$ cat config.mk
export PLATFORM = sky130hd
export DESIGN_NAME = serial_word_cmp_flat
export DESIGN_NICKNAME = d
export VERILOG_FILES = /design/src/rtl/serial_word_cmp_if.sv /design/src/rtl/serial_word_cmp.sv /design/src/flat_wrapper.sv
export SDC_FILE = /design/constraint.sdc
export NUM_CORES = 1
export LEC_CHECK = 0
export CORE_ASPECT_RATIO = 0.8
export CORE_MARGIN = 5
export CORE_UTILIZATION = 30
export CTS_CLUSTER_DIAMETER = 80
export DETAILED_ROUTE_END_ITERATION = 16
export PLACE_DENSITY_LB_ADDON = 0.3
export SYNTH_ARGS = -nofsm -noshare
export SYNTH_HDL_FRONTEND = slang
export SYNTH_SLANG_ARGS = --single-unit
$ cat constraint.sdc
create_clock -name clk -period 1.7 [get_ports clk]
set_clock_uncertainty 0.15 [all_clocks]
set_input_delay 0.17 -clock clk [delete_from_list [all_inputs] [get_ports clk]]
set_output_delay 0.17 -clock clk [all_outputs]
set_load 0.05 [all_outputs]
$ cat src/rtl/serial_word_cmp_if.sv
// Operand/result bundle for the serial word comparator.
// The requester drives start/a/b; the comparator drives status and flags.
interface serial_word_cmp_if #(
  parameter int WIDTH = 8
);
  logic             start;
  logic [WIDTH-1:0] a;
  logic [WIDTH-1:0] b;
  logic             ready;
  logic             busy;
  logic             done;
  logic             eq;
  logic             gt;
  logic             lt;

  modport master (
    output start,
    output a,
    output b,
    input  ready,
    input  busy,
    input  done,
    input  eq,
    input  gt,
    input  lt
  );

  modport slave (
    input  start,
    input  a,
    input  b,
    output ready,
    output busy,
    output done,
    output eq,
    output gt,
    output lt
  );
endinterface

$ cat src/rtl/serial_word_cmp.sv
// Multi-cycle comparator: walks two operands 2 bits per cycle, MSB first,
// stopping at the first differing slice; reports eq/gt/lt with a done pulse.
module serial_word_cmp #(
  parameter int WIDTH  = 8,
  parameter bit SIGNED = 1'b0
) (
  input  logic clk,
  input  logic reset,
  serial_word_cmp_if.slave cmp
);
  localparam int S  = WIDTH / 2;
  localparam int CW = (S > 1) ? $clog2(S) : 1;
  localparam logic [CW-1:0] CLAST = CW'(S - 1);

  typedef enum logic [1:0] {
    IDLE,
    RUN,
    DONE
  } state_t;

  state_t           state_q;
  logic [WIDTH-1:0] a_q;
  logic [WIDTH-1:0] b_q;
  logic [CW-1:0]    c_q;
  logic             ready_q;
  logic             busy_q;
  logic             done_q;
  logic             eq_q;
  logic             gt_q;
  logic             lt_q;

  logic [1:0] sa;
  logic [1:0] sb;
  logic       slc_eq;
  logic       slc_gt;

  // Flipping the sign bit of the top slice maps two's complement
  // ordering onto unsigned ordering for that slice.
  always_comb begin
    sa = a_q[WIDTH-1 -: 2];
    sb = b_q[WIDTH-1 -: 2];
    if (SIGNED && (c_q == '0)) begin
      sa[1] = ~sa[1];
      sb[1] = ~sb[1];
    end
    slc_eq = &(sa ~^ sb);
    slc_gt = (sa > sb);
  end

  always_ff @(posedge clk) begin
    if (reset) begin
      state_q <= IDLE;
      a_q     <= '0;
      b_q     <= '0;
      c_q     <= '0;
      ready_q <= 1'b1;
      busy_q  <= 1'b0;
      done_q  <= 1'b0;
      eq_q    <= 1'b0;
      gt_q    <= 1'b0;
      lt_q    <= 1'b0;
    end else begin
      done_q <= 1'b0;
      unique case (state_q)
        IDLE: begin
          if (cmp.start) begin
            a_q     <= cmp.a;
            b_q     <= cmp.b;
            c_q     <= '0;
            eq_q    <= 1'b0;
            gt_q    <= 1'b0;
            lt_q    <= 1'b0;
            ready_q <= 1'b0;
            busy_q  <= 1'b1;
            state_q <= RUN;
          end
        end
        RUN: begin
          if (!slc_eq) begin
            gt_q    <= slc_gt;
            lt_q    <= ~slc_gt;
            done_q  <= 1'b1;
            state_q <= DONE;
          end else if (c_q == CLAST) begin
            eq_q    <= 1'b1;
            done_q  <= 1'b1;
            state_q <= DONE;
          end else begin
            a_q <= a_q << 2;
            b_q <= b_q << 2;
            c_q <= c_q + CW'(1);
          end
        end
        DONE: begin
          ready_q <= 1'b1;
          busy_q  <= 1'b0;
          state_q <= IDLE;
        end
        default: state_q <= IDLE;
      endcase
    end
  end

  assign cmp.ready = ready_q;
  assign cmp.busy  = busy_q;
  assign cmp.done  = done_q;
  assign cmp.eq    = eq_q;
  assign cmp.gt    = gt_q;
  assign cmp.lt    = lt_q;
endmodule

$ cat src/flat_wrapper.sv
// flat-port wrapper written by rule: the top's interface ports become plain ports
module serial_word_cmp_flat 
#(
  parameter int WIDTH  = 8,
  parameter bit SIGNED = 1'b0
)
  (clk, reset, cmp_start, cmp_a, cmp_b, cmp_ready, cmp_busy, cmp_done, cmp_eq, cmp_gt, cmp_lt);
  serial_word_cmp_if #(.WIDTH(WIDTH)) cmp_i ();
  input  logic clk;
  input  logic reset;
  input wire logic [$bits(cmp_i.start)-1:0] cmp_start;
  input wire logic [$bits(cmp_i.a)-1:0] cmp_a;
  input wire logic [$bits(cmp_i.b)-1:0] cmp_b;
  output wire logic [$bits(cmp_i.ready)-1:0] cmp_ready;
  output wire logic [$bits(cmp_i.busy)-1:0] cmp_busy;
  output wire logic [$bits(cmp_i.done)-1:0] cmp_done;
  output wire logic [$bits(cmp_i.eq)-1:0] cmp_eq;
  output wire logic [$bits(cmp_i.gt)-1:0] cmp_gt;
  output wire logic [$bits(cmp_i.lt)-1:0] cmp_lt;
  assign cmp_i.start = cmp_start;
  assign cmp_i.a = cmp_a;
  assign cmp_i.b = cmp_b;
  assign cmp_ready = cmp_i.ready;
  assign cmp_busy = cmp_i.busy;
  assign cmp_done = cmp_i.done;
  assign cmp_eq = cmp_i.eq;
  assign cmp_gt = cmp_i.gt;
  assign cmp_lt = cmp_i.lt;
  serial_word_cmp #(.WIDTH(WIDTH), .SIGNED(SIGNED)) u_core (.clk(clk), .reset(reset), .cmp(cmp_i));
endmodule
# == Yosys cells after proc, flatten, opt, wreduce, memory -nomap -nowiden ==
# Index checks and enable logic that the tools add are counted.
# W data, S select, Z words.
# classes
n_addsub,1
n_lt_le_gt_ge,1
eq_ne,9
n_mux,29
bitwise_logic,3
reduce_logical,10
# ops
operator,n
$mux W8,6
$pmux W8 S2,2
$mux W2,6
$pmux W1 S2,5
$mux W1,8
$pmux W2 S2,2
$reduce_and A4 Y1,2
$ne A2 B2 Y1 const B,3
$reduce_and A2 Y1,3
$eq A2 B2 Y1 const B,2
$ne A2 B1 Y1 const B,2
$reduce_bool A2 Y1,2
$ne A3 B3 Y1 const B,1
$reduce_and A3 Y1,1
$add A2 B1 Y2 const B,1
$eq A2 B1 Y1 const B,1
$gt A2 B2 Y1,1
$logic_not A2 Y1,1
$not A1 Y1,2
$reduce_or A2 Y1,1
$xnor A2 B2 Y2,1
# totals
register_bits,26
output_inout_bits,6
elab_cells,63

# == Logic depth before layout (Yosys ltp) ==
# logic_depth
depth_word,4
depth_mapped,7
ltp_nobuf,6

# == Least setup slack after synthesis ==
# OpenSTA, ideal clock, no wires.
# synth_path
path_type,reg-to-reg
start,register u_core.b_q[7]
end,register u_core.b_q[6]
setup_ns,0.080
t_arrival_ns,1.382
required_time_ns,1.470
path_slack_ns,0.088
stages_incl_launch_ff,8
n_path_buf,1
cell_sequence,dfxtp_1 > inv_1 > ha_1 > nand4b_2 > a21oi_4 > buf_6 > nor2_1 > a211oi_2
# synth_via
elab_chain_len,4
# synth_lines
element,line,rtl
from (decl),serial_word_cmp.sv:23,logic [WIDTH-1:0] b_q;
from (signal assigned),serial_word_cmp.sv:68,b_q <= cmp.b;
from (signal assigned),serial_word_cmp.sv:90,b_q <= b_q << 2;
$xnor A2 B2 Y2,serial_word_cmp.sv:46,slc_eq = &(sa ~^ sb);
$reduce_and A2 Y1,serial_word_cmp.sv:46,
$ne A2 B1 Y1 (no source line),--,
$reduce_and A4 Y1 (no source line),--,
# Every way passes these cells.
# A chain may end at the register's enable or synchronous reset.

# == Worst setup path in the final report ==
# layout_path
start,register u_core.b_q[7]
end,register u_core.a_q[6]
# layout_via
elab_chain_len,4
# layout_lines
element,line,rtl
$xnor A2 B2 Y2,serial_word_cmp.sv:46,
$reduce_and A2 Y1,serial_word_cmp.sv:46,
$ne A2 B1 Y1 (no source line),--,
$reduce_and A4 Y1 (no source line),--,
to (signal assigned),serial_word_cmp.sv:67,a_q <= cmp.a;
to (signal assigned),serial_word_cmp.sv:89,a_q <= a_q << 2;
to (decl),serial_word_cmp.sv:22,logic [WIDTH-1:0] a_q;
# Every way passes these cells.

==> metrics <==
Worst-Margin Slew 0.332 ns; flop2flop setup slack 0.01 ns; Core Region 3780 um^2; most frequent cells in the layout 23 x dfxtp_1, 18 x nor2_1, 18 x clkdlybuf4s50_1; mapped cell area 1170 um^2; Critical Path Slowest Stage Cell dfxtp_2; Clock Path Buffers 2; Via Count 987; clk root buf clkbuf_8; Syn Inst Count 115; Remaining Overflow, GRT 0; GP Congestion 0.739; RSZ-0062 raised after global routing yes; layout cells sized above 1 0.324; kind of critical path flip-flop to flip-flop; FMAX 592 MHz; Max IR drop VDD 0.000575 V; # setup viols final 0; minimum clock period 1.69 ns; Post-CTS Hold Fix Bufs 0; Die Area 5270 um^2; sequential fraction of the synthesis area 0.444; Netlist cell types 27; vias per std cell 4.86; WP data required 1.73 ns; Slew headroom 0.778; antenna viol nets, final 0; Site Rows 20; hold_ws 0.307 ns; Port Buffers 24; crit path capture type flip-flop; DR pass1 iterations 4; synth warn 0; total CTS buffers 3; Tcrit/Tclk final 0.994; fin cells 203; dpl hpwl 1960 um; area of the multi-input gates 639 um^2; initial DRC count 50; largest net degree at the start of global routing 17; Sink Count 26; IO Pins 25; Post-Route WL 2850 um; number of global-route vias before repair 968; Placed Cells 194; drt drc 0; Chip Width 79.9 um; Starting Density 0.310; CTS tree built; fillcell total 354; syn_nets 137; Max Fanout on Critical Path 6; Layout area overhead 41.9%; GRT Resource Usage Total 0.111; post-synthesis register bit count 26; Crit path max-delay family compound AO/OA/AOI/OAI gates; overall power 1.85 mW; clock latency on the worst-skew pair 0.27 ns; post-layout util 0.440; Data arrival, critical path 1.72 ns; Nets 171; Final Hold Vio Count 0; worst stage delay on the critical path 0.35 ns; critical path, cell by cell inv_2 > ha_4 > nand4b_4 > a21oi_4 > buf_12 > nor2_2 > a211oi_1; global-route wire length before repair 4580 um; Critical Path Start Type flip-flop; Setup TNS Final 0 ns; Die Y-Extent 65.9 um; PwrDens 1110 nW/um^2; H-tree depth 1; Final Max Slew Viols 0; number of diodes 0; static leakage 0.717 nW; syn_area_per_cell 10.2 um^2; WP buf/inv 2; register area 524 um^2; Max Cap Violations 0; run status finished clean; most common cell after layout, fill and taps aside dfxtp_1; initial antenna violation count 0; Reg clk slew, reported paths 0.09 ns; worst min-delay path class flip-flop to flip-flop; per-cell routed wire length 14.0 um
==> final timing paths <==
kind | start | cells after the start | to
setup / recovery | u_core.b_q[7]$_SDFFE_PP0P_ | 7 | u_core.a_q[6]$_SDFFE_PP0P_
hold reg to reg | u_core.cmp.ready$_SDFFE_PP1P_ | 2 | u_core.cmp.ready$_SDFFE_PP1P_
setup reg to reg | u_core.b_q[7]$_SDFFE_PP0P_ | 7 | u_core.a_q[6]$_SDFFE_PP0P_
hold / removal | u_core.cmp.ready$_SDFFE_PP1P_ | 2 | u_core.cmp.ready$_SDFFE_PP1P_
==> area by class of cell <==
class,count,share of cell area
multi-input cells,78,0.384
well taps,55,0.0414
flip-flops and latches,26,0.315
repair buffers,36,0.217
clock buffers,4,0.0331
inverters,4,0.00902
==> routing by layer <==
layer	wire [um]	vias up	global-route usage
li1	-	474	-
met1	1300	477	0.145
met2	1340	32	0.177
met3	168	4	0.0436
met4	29	0	0.0169
met5	0	-	0
==> Yosys cell counts <==
cell type	instances	area (um^2)
a211oi_1	4	30.0
a211oi_2	8	100
a21boi_0	1	7.51
a21o_1	2	15.0
a21oi_1	3	15.0
a21oi_4	1	16.3
a22oi_1	6	45.0
and3b_1	1	8.76
buf_1	1	3.75
buf_12	1	20.0
buf_4	1	7.51
buf_6	2	22.5
clkbuf_1	2	7.51
dfxtp_1	26	521
ha_1	3	37.5
inv_1	4	15.0
mux2i_1	13	130
nand2_1	3	11.3
nand2b_1	2	12.5
nand3b_1	1	7.51
nand4b_2	1	15.0
nor2_1	23	86.3
nor2b_1	1	6.26
nor3_1	2	10.0
nor3_2	1	10.0
o21ai_0	1	5.00
or2_1	1	6.26
==> sequential cells by signal, summed over array words and instances (netlist names) <==
| name | cells |
|---|---|
| u_core.a_q | 8 |
| u_core.b_q | 8 |
| u_core.c_q | 2 |
| u_core.cmp.busy | 1 |
| u_core.cmp.done | 1 |
| u_core.cmp.eq | 1 |
| u_core.cmp.gt | 1 |
| u_core.cmp.lt | 1 |
| u_core.cmp.ready | 1 |
| u_core.state_q | 2 |
==> power by group <==
group	leakage [nW]	total, mW	internal [mW]	switching (mW)
Clock	0.0288	0.399	0.207	0.192
Combinational	0.473	0.694	0.333	0.361
Sequential	0.215	0.754	0.698	0.0563
==> tightest hold or removal path, cell delays in order (launching register included) <==
cell	delay (ns)
dfxtp_1	0.32
nand2_1	0.05
nand2_1	0.05
==> stage by stage <==
| step | worst slack, ns | instance area, um^2 |
|---|---|---|
| floorplan | 0.0881 | 1170 |
| global placement | 0.0133 | 1480 |
| detailed placement | -0.0395 | 1480 |
| CTS | 0.00378 | 1590 |
| global route | -0.0486 | 1660 |
| finish | 0.0107 | 1660 |
==> repair_timing <==
item                       in CTS  in global routing
setup endpoints to repair      16                 17
cloned                          1                  1
setup buffers                   1                  3
resized for setup               3                 15
pin swaps                       1                 16
==> logic make-up (layout without fill, tap and decap cells) <==
logic type	count (synthesis)	in the layout	synth area share
compound gates	26	26	0.200
fa+ha+maj	3	3	0.0320
buf+inv	11	44	0.0651
flops	26	26	0.444
mux	13	13	0.111
simple gates	36	36	0.148
(Power assumes the default switching activity.)
